### src/rtl/jtframe_z80_arb_pkg.sv
// Shared definitions for the Z80 / external-master shared RAM arbiter.
package jtframe_z80_arb_pkg;
  typedef enum logic [1:0] {
    ST_IDLE = 2'd0,
    ST_ACC  = 2'd1,
    ST_DATA = 2'd2
  } arb_st_e;

  localparam logic OWN_Z80   = 1'b0;
  localparam logic OWN_EXT   = 1'b1;
  localparam int   ARB_SLOTS = 3;
endpackage

### src/rtl/jtframe_z80_shram_arb.sv
// Round-robin arbiter of one synchronous single-port RAM between a cen-gated Z80
// and a req/ack external master. Every access holds the RAM for three clocks.
module jtframe_z80_shram_arb
  import jtframe_z80_arb_pkg::*;
#(
  parameter int AW = 11,
  parameter int DW = 8
)(
  input  logic          clk,
  input  logic          rst_n,
  input  logic          z80_cs,
  input  logic          z80_rd_n,
  input  logic          z80_wr_n,
  input  logic [AW-1:0] z80_addr,
  input  logic [DW-1:0] z80_dout,
  output logic [DW-1:0] z80_din,
  output logic          z80_busy,
  input  logic          ext_req,
  input  logic          ext_we,
  input  logic [AW-1:0] ext_addr,
  input  logic [DW-1:0] ext_din,
  output logic [DW-1:0] ext_dout,
  output logic          ext_ack,
  output logic [AW-1:0] ram_addr,
  output logic [DW-1:0] ram_din,
  output logic          ram_we,
  input  logic [DW-1:0] ram_q
);
  arb_st_e st, st_nx;
  logic    owner, last_owner, served;
  logic    z80_pend, ext_pend, gnt_z80, gnt_ext;

  // served blocks a second access while the same Z80 bus cycle keeps cs high
  assign z80_pend = z80_cs & ~served & (~z80_rd_n | ~z80_wr_n);
  assign ext_pend = ext_req & (st == ST_IDLE);
  assign z80_busy = z80_cs & ~served;

  always_ff @(posedge clk or negedge rst_n)
    if (!rst_n) st <= ST_IDLE;
    else        st <= st_nx;

  always_comb begin
    st_nx = st;
    case (st)
      ST_IDLE: if (gnt_z80 | gnt_ext) st_nx = ST_ACC;
      ST_ACC:  st_nx = ST_DATA;
      ST_DATA: st_nx = ST_IDLE;
      default: st_nx = ST_IDLE;
    endcase
  end

  // on a tie the requester that did not go last wins
  always_comb begin
    gnt_z80 = 1'b0;
    gnt_ext = 1'b0;
    if (st == ST_IDLE) begin
      gnt_z80 = z80_pend & (~ext_pend | (last_owner == OWN_EXT));
      gnt_ext = ext_pend & (~z80_pend | (last_owner == OWN_Z80));
    end
  end

  always_ff @(posedge clk or negedge rst_n) begin
    if (!rst_n) begin
      owner      <= OWN_Z80;
      last_owner <= OWN_EXT;
      served     <= 1'b0;
      ram_addr   <= '0;
      ram_din    <= '0;
      ram_we     <= 1'b0;
      z80_din    <= '0;
      ext_dout   <= '0;
      ext_ack    <= 1'b0;
    end else begin
      ram_we <= 1'b0;
      if (gnt_z80) begin
        owner      <= OWN_Z80;
        last_owner <= OWN_Z80;
        ram_addr   <= z80_addr;
        ram_din    <= z80_dout;
        ram_we     <= ~z80_wr_n;
      end else if (gnt_ext) begin
        owner      <= OWN_EXT;
        last_owner <= OWN_EXT;
        ram_addr   <= ext_addr;
        ram_din    <= ext_din;
        ram_we     <= ext_we;
      end
      if (st == ST_DATA) begin
        if (owner == OWN_Z80) z80_din  <= ram_q;
        else                  ext_dout <= ram_q;
      end
      ext_ack <= (st == ST_DATA) && (owner == OWN_EXT);
      // an aborted Z80 cycle (cs already low) never marks itself served
      if (!z80_cs)                                      served <= 1'b0;
      else if ((st == ST_DATA) && (owner == OWN_Z80))   served <= 1'b1;
    end
  end
endmodule

### config.mk
export PLATFORM = sky130hd
export DESIGN_NAME = jtframe_z80_shram_arb
export DESIGN_NICKNAME = d
export VERILOG_FILES = /design/src/rtl/jtframe_z80_arb_pkg.sv /design/src/rtl/jtframe_z80_shram_arb.sv
export SDC_FILE = /design/constraint.sdc
export NUM_CORES = 1
export LEC_CHECK = 0
export ABC_AREA = 1
export CAP_MARGIN = 20
export CORE_AREA = 4 4 76 78
export DETAILED_ROUTE_END_ITERATION = 8
export DIE_AREA = 0 0 80 82
export HOLD_SLACK_MARGIN = 0.15
export PLACE_DENSITY = 0.81
export RECOVER_POWER = 50
export SETUP_SLACK_MARGIN = 0.2
export SYNTH_ARGS = -nofsm -noshare
export SYNTH_HDL_FRONTEND = slang
export SYNTH_SLANG_ARGS = --single-unit
### constraint.sdc
create_clock -name clk -period 1.4 [get_ports clk]
set_input_delay 0.42 -clock clk [delete_from_list [all_inputs] [get_ports clk]]
set_output_delay 0.42 -clock clk [all_outputs]
set_load 0.01 [all_outputs]
-- Word-level counts from Yosys, hierarchy flattened
Cells that the tools add are included.
- bitwise gates (word level): 16
- reductions and logical operators: 6
- equality and inequality tests: 4
- mux-type cells: 14
- operators by type and width (kind ; number):
    11-bit 2-to-1 mux ; 2
    8-bit 2-to-1 mux ; 2
    1-bit 2-to-1 mux ; 8
    1-bit inverter ; 7
    1-bit bitwise AND ; 5
    1-bit OR ; 4
    2-bit one-hot mux with 2 select lines ; 1
    2-bit AND reduction ; 2
    2-bit by 1-bit equality test with 1-bit output (second input constant) ; 1
    2-bit equality test (second input constant) ; 1
    1-bit logical AND ; 2
    2-bit zero test ; 1
    2-bit 2-to-1 mux ; 1
    2-bit by 1-bit inequality test with 1-bit output (second input constant) ; 1
    2-bit inequality test (second input constant) ; 1
    2-bit nonzero test ; 1
- bits of input ports: 53
- word-level logic and storage cells: 50
- output and inout bits: 38
- register bits after elaboration: 42

-- Logic depth before layout (Yosys ltp)
Gate-level depths: netlist of run 1.
- depth after elaboration: 10
- depth in mapped cells: 9
- mapped depth without buffers: 8

-- Worst setup path before layout of run 1
No wires, ideal clock.
- path type: input-to-reg
- start: input ext_req
- end: register ram_addr[2]
- library setup time: 116 ps
- path buffers: 2
- stages: 9
- data arrival time: 1096 ps
- setup slack: 188 ps
- cell sequence: inv_1 -> nor2_1 -> nor2_4 -> buf_6 -> buf_8 -> nand3_2 -> nand2_1 -> nand2_1 -> nand2_1
- longest elaborated chain between the ends: 6
- elaborated cells on any way between the ends: 9
- ends and longest elaborated chain (what ; line ; text):
    start: declaration ; jtframe_z80_shram_arb.sv:18 ; input logic ext_req,
    1-bit bitwise AND * ; jtframe_z80_shram_arb.sv:35 ; assign ext_pend = ext_req & (st == ST_IDLE);
    1-bit inverter ; jtframe_z80_shram_arb.sv:57 ; gnt_z80 = z80_pend & (~ext_pend | (last_owner == OWN_EXT));
    1-bit OR ; jtframe_z80_shram_arb.sv:57 ;
    1-bit bitwise AND ; jtframe_z80_shram_arb.sv:57 ;
    1-bit 2-to-1 mux ; jtframe_z80_shram_arb.sv:56 ; if (st == ST_IDLE) begin
    11-bit 2-to-1 mux / 2-bit nonzero test (equally long branches) ; - ;
    end signal: assignment ; jtframe_z80_shram_arb.sv:78 ; ram_addr <= z80_addr;
    end signal: assignment ; jtframe_z80_shram_arb.sv:84 ; ram_addr <= ext_addr;
    end: declaration ; jtframe_z80_shram_arb.sv:24 ; output logic [AW-1:0] ram_addr,
Mark *: on every way between the ends. The rest lies on a longest branch, timed or not.
A chain may end at the register's enable or synchronous reset.

-- Final worst setup path of run 1
- start: register served
- end: register ram_din[2]
- longest elaborated chain between the ends: 8
- elaborated cells on any way between the ends: 11
- ends and longest elaborated chain (what ; line ; text):
    start: declaration ; jtframe_z80_shram_arb.sv:30 ; logic owner, last_owner, served;
    start signal: assignment ; jtframe_z80_shram_arb.sv:66 ; served <= 1'b0;
    start signal: assignment ; jtframe_z80_shram_arb.sv:94 ; if (!z80_cs) served <= 1'b0;
    start signal: assignment ; jtframe_z80_shram_arb.sv:95 ; else if ((st == ST_DATA) && (owner == OWN_Z80)) served <= 1'b1;
    1-bit inverter * ; jtframe_z80_shram_arb.sv:34 ; assign z80_pend = z80_cs & ~served & (~z80_rd_n | ~z80_wr_n);
    1-bit bitwise AND * (2 in a row) ; jtframe_z80_shram_arb.sv:34 ;
    1-bit inverter ; jtframe_z80_shram_arb.sv:58 ; gnt_ext = ext_pend & (~z80_pend | (last_owner == OWN_Z80));
    1-bit OR ; jtframe_z80_shram_arb.sv:58 ;
    1-bit bitwise AND ; jtframe_z80_shram_arb.sv:58 ;
    1-bit 2-to-1 mux ; jtframe_z80_shram_arb.sv:56 ;
    2-bit nonzero test (no line) ; - ;
    end signal: assignment ; jtframe_z80_shram_arb.sv:79 ; ram_din <= z80_dout;
    end signal: assignment ; jtframe_z80_shram_arb.sv:85 ; ram_din <= ext_din;
    end: declaration ; jtframe_z80_shram_arb.sv:25 ; output logic [DW-1:0] ram_din,
Marks and branches as above.

==> results of run 1 <==
-- worst max path at each step --
stage,start,to,slack (ns),cells after the start
global route,served,ram_din[3],-0.08,10
finish,served,ram_din[2],-0.007,10
detailed placement,z80_cs,z80_busy,-0.56,4
global placement,z80_cs,z80_busy,-0.55,4
floorplan,z80_wr_n,ram_addr[0],0.20,9
CTS,last_owner,ram_addr[2],0.003,8
-- metrics by stage --
stage | setup WS [ns] | cells | cell area [sq um] | power [mW] | setup TNS [ns]
global placement | -0.549 | 399 | 3030 | 5.39 | -10.80
CTS | 0.00334 | 424 | 3240 | 6.78 | 0
finish | -0.00684 | 438 | 3380 | 7.11 | -0.0165
detailed placement | -0.561 | 399 | 3030 | 5.48 | -12.15
global route | -0.0818 | 438 | 3380 | 7.65 | -1.07
floorplan | 0.201 | 239 | 2000 | 3.81 | 0
-- layout make-up --
cell class / instances / area [sq um] / area share, %
repair buffers: 135 / 1210 / 35.9
clock buffers: 5 / 68.8 / 2.04
flip-flops and latches: 42 / 1050 / 31.1
clock inverters: 3 / 68.8 / 2.04
multi-input cells: 167 / 831 / 24.6
inverters: 16 / 60.1 / 1.78
well taps: 70 / 87.6 / 2.59
-- critical path, stage by stage (launching register included) --
cell	delay (ns)
dfrtp_1	0.38
inv_2	0.06
nand2_2	0.06
buf_6	0.12
nor2_4	0.16
nand2_2	0.10
nand2_4	0.10
nand2_4	0.07
buf_12	0.15
nand2_1	0.07
nand2_1	0.05
-- Yosys cell counts (all sizes together) --
cell      n  area share (%)
a21boi    1            0.38
buf      12             4.8
clkbuf    2            0.38
dfrtp    41              51
dfstp     1             1.3
inv      16             3.0
nand2   103              20
nand3    41              13
nor2      5             1.7
o21ai    17             4.3
-- placed cells by master (no fill, tap or decap), drive strengths merged --
cell,netlist,routed
nand2,103,103
buf,12,80
clkdlybuf4s50,0,47
dfrtp,41,41
nand3,41,41
o21ai,17,17
inv,16,16
clkbuf,2,8
nor2,5,5
dlygate4sd2,0,4
bufinv,0,2
a21boi,1,1
clkinv,0,1
dlygate4sd3,0,1
dfstp,1,1
-- per-layer routing --
| metal | routed length, microns | track usage, % | vias to the layer above |
|---|---|---|---|
| li1 | - | - | 1008 |
| met1 | 2340 | 21.8 | 886 |
| met2 | 2860 | 31.2 | 64 |
| met3 | 438 | 5.04 | 5 |
| met4 | 39 | 4.05 | 0 |
| met5 | 0 | 0 | - |
-- state kept, by name (all words and copies together) (netlist names) --
signal      count
ram_addr       11
owner           1
ram_din         8
st              2
ext_dout        8
ext_ack         1
z80_din         8
ram_we          1
last_owner      1
served          1
-- cell families after synthesis --
kind of cell / synth area share, %
AO/OA/AOI/OAI: 4.64
AND/OR/NAND/NOR: 34.4
buffers and inverters: 8.22
flip-flops: 52.8
-- repair_timing --
item	4_1_cts	5_1_grt
gates cloned	2	0
hold buffers	1	0
resized for setup	182	10
endpoints found under the setup margin	61	60
setup buffers	14	14
pin swaps	5	3
hold endpoints to repair	41	0
-- report_power, final --
part | total [mW] | internal [mW] | switching, mW
Combinational | 3.82 | 1.98 | 1.84
Clock | 1.14 | 0.714 | 0.426
Sequential | 2.15 | 1.81 | 0.342
==> reports/results.tsv, run 1 <==
metric	value	unit
status	complete, but fails checks	
violations	setup timing	
ys_warn_count	0	
io_pins	91	
grt_usage	17.8	%
start_util	39.3	%
dieArea	6560	sq um
period_needed	1.41	ns
path_clk_slew	0.08	ns
r2r_end	ram_din[2]	
num_antenna_cells	0	
cp_max_fo	14	
final_layout_size_suffix_gt1_share	33.4	%
worstReg2RegStart	served	
synth_seq_cells	42	
fin_crit_sh	100	%
avgSynthCellArea	8.34	sq um
hold_viol	0	
yosysSeqAreaShare	52.8	%
worstPathArrival	1.60	ns
drt_wl_total	5680	microns
tritoncts	done	
vdd_drop_max	0.00110	V
finalWorstSetupSlack	-0.00684	ns
nNetsFinal	420	
wl_per_cell	13.0	microns
die_width	80	microns
dr.pass1.iters	4	
drtIter0Drc	79	
clock-sinks	42	
power_density	2100	nW/um^2
min_from	z80_wr_n	
grt_pass1_vias	1995	
ctsHtreeMaxLevel	2	
finClkSkew	0.00582	ns
grt_max_degree	43	
die_y	82	microns
max_freq	0.711	GHz
synthCells	239	
worstSetupPathType	reg -> reg	
slew_violations	0	
drc	0	
hold_class	in -> reg	
hpwlAfterDp	3810	microns
port_buffers	90	
power.leakage	1.79	nW
insertion_delay	0.29	ns
clock_path_buffers	2	
rsz0062_at_grt	true	
routabilityCongestion	0.759	
startpoint_type	register	
reg2reg_depth	10	
antenna_found_initial	0	
hold_depth	2	
clockRootBuffer	clkbuf_8	
rows	26	
vias_per_cell	4.48	
vias	1963	
worst_slew_pin_slew	0.576	ns
grt_pass1_wl	9190	microns
setup_viol	5	
area_delta_synth_final	69.5	%
ant_nets	0	
fill_cells	430	
synthDistinctLibCells	18	
fin_hold_ws	0.456	ns
core_area	5070	sq um
relSlewSlack	61.6	%
cap_violations	0	
syn-cell-area	1990	sq um
worst_setup_path_end_kind	register	
cts_buffers	5	
syn_nets	292	
grt_overflow	0	
rrSetupSlack	-0.007	ns
crit_required	1.59	ns
fin_util	66.6	%
min_to	ram_we	
Power figures use the tool's default switching activity.
==> inputs of run 2 (changes only) <==
--- a/config.mk
+++ b/config.mk
@@ -13,7 +13,7 @@
 export HOLD_SLACK_MARGIN = 0.15
 export PLACE_DENSITY = 0.81
 export RECOVER_POWER = 50
-export SETUP_SLACK_MARGIN = 0.2
+export SETUP_SLACK_MARGIN = 0.5
 export SYNTH_ARGS = -nofsm -noshare
 export SYNTH_HDL_FRONTEND = slang
 export SYNTH_SLANG_ARGS = --single-unit
==> reports/results.tsv, run 2 (synthesized netlist as in run 1, its figures left out) <==
metric	value	unit
tritoncts	done	
dp.cells	402	
nNetsFinal	431	
startpoint_type	input port	
final_common_cell	nand2_1	
worstPathArrival	1.56	ns
antenna_found_initial	0	
finClkSkew	0.00865	ns
num_antenna_cells	0	
grt_usage	18.6	%
cap_violations	0	
io_pins	91	
hold_class	reg -> reg	
final_layout_size_suffix_gt1_share	48.5	%
hpwlAfterDp	3900	microns
die_y	82	microns
drtIter0Drc	56	
hold_viol	0	
period_needed	1.38	ns
grt_overflow	0	
area_delta_synth_final	81.3	%
clock_path_buffers	2	
routabilityCongestion	0.735	
path_clk_slew	0.09	ns
dr.pass1.iters	4	
finalNonFillerCells	449	
ant_nets	0	
vias_per_cell	4.70	
worst_setup_path_end_kind	register	
port_buffers	90	
max_freq	0.726	GHz
worst_slew_pin_slew	0.510	ns
clockRootBuffer	clkbuf_8	
crit_required	1.58	ns
wl_per_cell	14.6	microns
dieArea	6560	sq um
vias	2109	
largest_reg_flops	11	
start_util	39.3	%
drt_wl_total	6560	microns
rsz0062_at_grt	true	
clock-sinks	42	
setup_viol	0	
power_density	2080	nW/um^2
grt_pass1_wl	9490	microns
setup_tns	0	ns
slew_violations	0	
vdd_drop_max	0.00117	V
grt_max_degree	43	
relSlewSlack	66.0	%
largest_register	ram_addr	
cts_buffers	5	
status	completed	
grt_pass1_vias	2059	
power.leakage	1.84	nW
insertion_delay	0.30	ns
fin_crit_sh	98.3	%
cp_max_fo	18	
ctsHtreeMaxLevel	2	
rows	26	
final_cell_mix	nand2_1 (49), clkdlybuf4s50_1 (47), nand2_2 (43)	
worstSetupPathType	in -> reg	
power	7.52	mW
die_width	80	microns
drc	0	
core_area	5070	sq um
==> run 2: changes by cell type in the layout (fill, tap and decap cells not counted), sizes merged <==
cell / delta
clkinvlp: +1
clkinv: +1
buf: +5
bufinv: -2
clkbuf: +5
dlymetal6s2s: +1
==> run 2: worst paths after layout <==
| check | from | to | slack [ns] | depth (start not counted) |
|---|---|---|---|---|
| min in group asynchronous | rst_n | st[1] | 0.80 | 3 |
| hold reg to reg | st[1] | st[1] | 0.48 | 1 |
| max in group asynchronous | rst_n | ram_addr[0] | 0.19 | 3 |
| setup reg to reg | served | ram_addr[3] | 0.03 | 9 |
| hold / removal | st[1] | st[1] | 0.48 | 1 |
| setup / recovery | z80_wr_n | ram_addr[3] | 0.02 | 10 |
==> run 2: worst max-delay path, cell delays in order <==
cell           delay, ns
dlygate4sd2_1       0.26
nand2_1             0.08
inv_2               0.04
nor2_4              0.19
nand2_4             0.15
buf_12              0.18
nand2_1             0.05
nand2_1             0.06
nand2_2             0.06
nand2_1             0.05
==> run 2: what timing repair did <==
item                                   4_1_cts  5_1_grt
hold buffers                                 1        0
resized for setup                          209       79
setup buffers                               12       18
setup endpoints to repair                   78       85
pin swaps                                   24        8
endpoints found under the hold margin       41        0
cloned                                       5        3
==> run 2: area by class of cell <==
cell class              count  area [sq um]
clock inverters             3          21.3
clock buffers               5          68.8
inverters                  16          60.1
well taps                  70          87.6
repair buffers            146          1290
fillers                   397          1460
flip-flops and latches     42          1050
multi-input cells         167          1030
==> run 2: per-layer routing <==
layer  global-route usage, %  wire (microns)  up-vias
met4                    4.39             125        0
met1                    21.0            2430      997
met2                    33.4            3520       68
met3                    7.02             490       12
li1                        -               -     1032
met5                       0               0        -
==> run 2: power breakdown <==
| part | internal [mW] | switching [mW] |
|---|---|---|
| registers | 1.81 | 0.406 |
| logic | 2.30 | 2.21 |
| clock network | 0.350 | 0.437 |
==> run 2: stage by stage <==
| step | setup slack (ns) | hold slack [ns] | util, % | instance area, sq um |
|---|---|---|---|---|
| detailed placement | -0.606 | 0.408 | 60.3 | 3060 |
| floorplan | 0.204 | 0.124 | - | 2020 |
| global route | -0.0647 | 0.488 | 71.3 | 3620 |
| CTS | 0.0130 | 0.489 | 64.7 | 3290 |
| global placement | -0.590 | 0.411 | 60.3 | 3060 |
| finish | 0.0232 | 0.477 | 71.3 | 3620 |
==> inputs of run 3 (changes only) <==
--- a/config.mk
+++ b/config.mk
@@ -17,3 +17,4 @@
 export SYNTH_ARGS = -nofsm -noshare
 export SYNTH_HDL_FRONTEND = slang
 export SYNTH_SLANG_ARGS = --single-unit
+export TNS_END_PERCENT = 50
==> reports/results.tsv, run 3 (synthesized netlist as in run 1, its figures left out) <==
metric	value	unit
period_needed	1.42	ns
clock_path_buffers	2	
cap_violations	0	
cp_slowest_cell	dfrtp_1	
dr.pass1.iters	4	
routabilityCongestion	0.741	
worst_slew_pin_slew	0.772	ns
clockRootBuffer	clkbuf_8	
core_area	5070	sq um
relSlewSlack	48.5	%
grt_pass1_vias	1992	
num_antenna_cells	0	
ant_nets	0	
hpwlAfterDp	3960	microns
fin_crit_sh	102	%
cts_buffers	5	
rows	26	
cp_cell_sequence	inv_2, nand2_2, buf_6, nor2_4, nand2_4, buf_12, nand2_2, nand2_2, nand2_2, nand2_1	
port_buffers	90	
insertion_delay	0.29	ns
slew_violations	0	
setup_viol	17	
fin_util	71.0	%
status	complete, but fails checks	
grt_overflow	0	
vias	2058	
hold_class	in -> async	
max_freq	0.703	GHz
path_common_cell	nand2_2	
wl_per_cell	14.1	microns
worstSetupPathType	reg -> reg	
tritoncts	done	
die_width	80	microns
power.leakage	1.82	nW
final_common_cell	nand2_2	
startpoint_type	register	
largest_reg_flops	11	
crit_family	simple AND/OR/NAND/NOR gates	
violations	setup timing	
drtIter0Drc	58	
finClkSkew	0.00685	ns
ctsHtreeMaxLevel	2	
grt_usage	17.9	%
hold_viol	0	
grt_pass1_wl	9130	microns
start_util	39.3	%
finalWorstSetupSlack	-0.0234	ns
vdd_drop_max	0.00113	V
worstPathArrival	1.61	ns
antenna_found_initial	0	
power	7.33	mW
power_density	2040	nW/um^2
dieArea	6560	sq um
path_clk_slew	0.09	ns
cpPeakStageDelay	0.38	ns
crit_required	1.59	ns
largest_register	ram_addr	
worstReg2RegStart	served	
rsz0062_at_grt	true	
die_y	82	microns
final_cell_mix	nand2_2 (52), clkdlybuf4s50_1 (47), dfrtp_1 (40)	
clock-sinks	42	
nNetsFinal	416	
worst_setup_path_end_kind	register	
drc	0	
startpoint	served	
io_pins	91	
area_delta_synth_final	80.6	%
cp_max_fo	7	
final_layout_size_suffix_gt1_share	51.1	%
vias_per_cell	4.74	
fill_cells	398	
crit_buf_inv	3	
grt_max_degree	20	
drt_wl_total	6100	microns
==> run 3: path summary, 6_finish.rpt <==
check | endpoint | slack [ns] | cells after the start
worst max-delay path | ram_addr[3] | -0.02 | 10
min in group clk | ram_we | 0.44 | 2
worst min-delay path | ext_dout[3] | 0.16 | 1
worst max register to register | ram_addr[3] | -0.02 | 10
max in group asynchronous | st[1] | 0.37 | 2
worst min register to register | st[1] | 0.50 | 1
==> run 3: layout make-up <==
| type | count | area, sq um | area share (%) |
|---|---|---|---|
| well taps | 70 | 87.6 | 2.43 |
| flip-flops and latches | 42 | 1050 | 29.2 |
| multi-input cells | 167 | 1080 | 30.1 |
| repair buffers | 131 | 1220 | 33.9 |
| clock inverters | 3 | 26.3 | 0.729 |
| clock buffers | 5 | 68.8 | 1.91 |
| inverters | 16 | 60.1 | 1.67 |
==> run 3: worst register-to-register path: stages (launching register included) <==
cell     delay, ns
dfrtp_1       0.38
inv_2         0.06
nand2_2       0.05
buf_6         0.12
nor2_4        0.15
nand2_4       0.15
buf_12        0.19
nand2_2       0.06
nand2_2       0.06
nand2_2       0.06
nand2_1       0.04
==> run 3: power by group <==
| group | internal, mW | switching (mW) |
|---|---|---|
| Clock | 0.370 | 0.454 |
| Sequential | 1.81 | 0.408 |
| Combinational | 2.16 | 2.13 |
==> run 3: repair_timing <==
action / in CTS / in global routing
resized for setup: 224 / 79
hold endpoints to repair: 11 / 11
buffers inserted: 14 / 8
setup endpoints to repair: 78 / 79
pin swaps: 32 / 17
cloned: 2 / 1
==> run 3: layer usage <==
| layer | GRT usage [%] | share of wire, % | wire length [microns] | vias up |
|---|---|---|---|---|
| li1 | - | - | - | 1008 |
| met1 | 20.7 | 38 | 2340 | 976 |
| met4 | 5.24 | 0.97 | 59 | 0 |
| met3 | 5.26 | 7.7 | 468 | 7 |
| met2 | 32.0 | 53 | 3230 | 67 |
| met5 | 0 | 0 | 0 | - |
==> run 3: stage by stage <==
| stage | cells | TNS (ns) | hold slack (ns) | cell area [sq um] | setup slack [ns] |
|---|---|---|---|---|---|
| after floorplan | 239 | 0 | 0.124 | 2010 | 0.204 |
| after global placement | 401 | -10.78 | 0.355 | 3050 | -0.551 |
| after detailed placement | 401 | -11.42 | 0.364 | 3050 | -0.550 |
| after CTS | 425 | -0.0151 | 0.0311 | 3270 | -0.00594 |
| after global routing | 434 | -1.54 | 0.210 | 3600 | -0.101 |
| final | 434 | -0.181 | 0.163 | 3600 | -0.0234 |
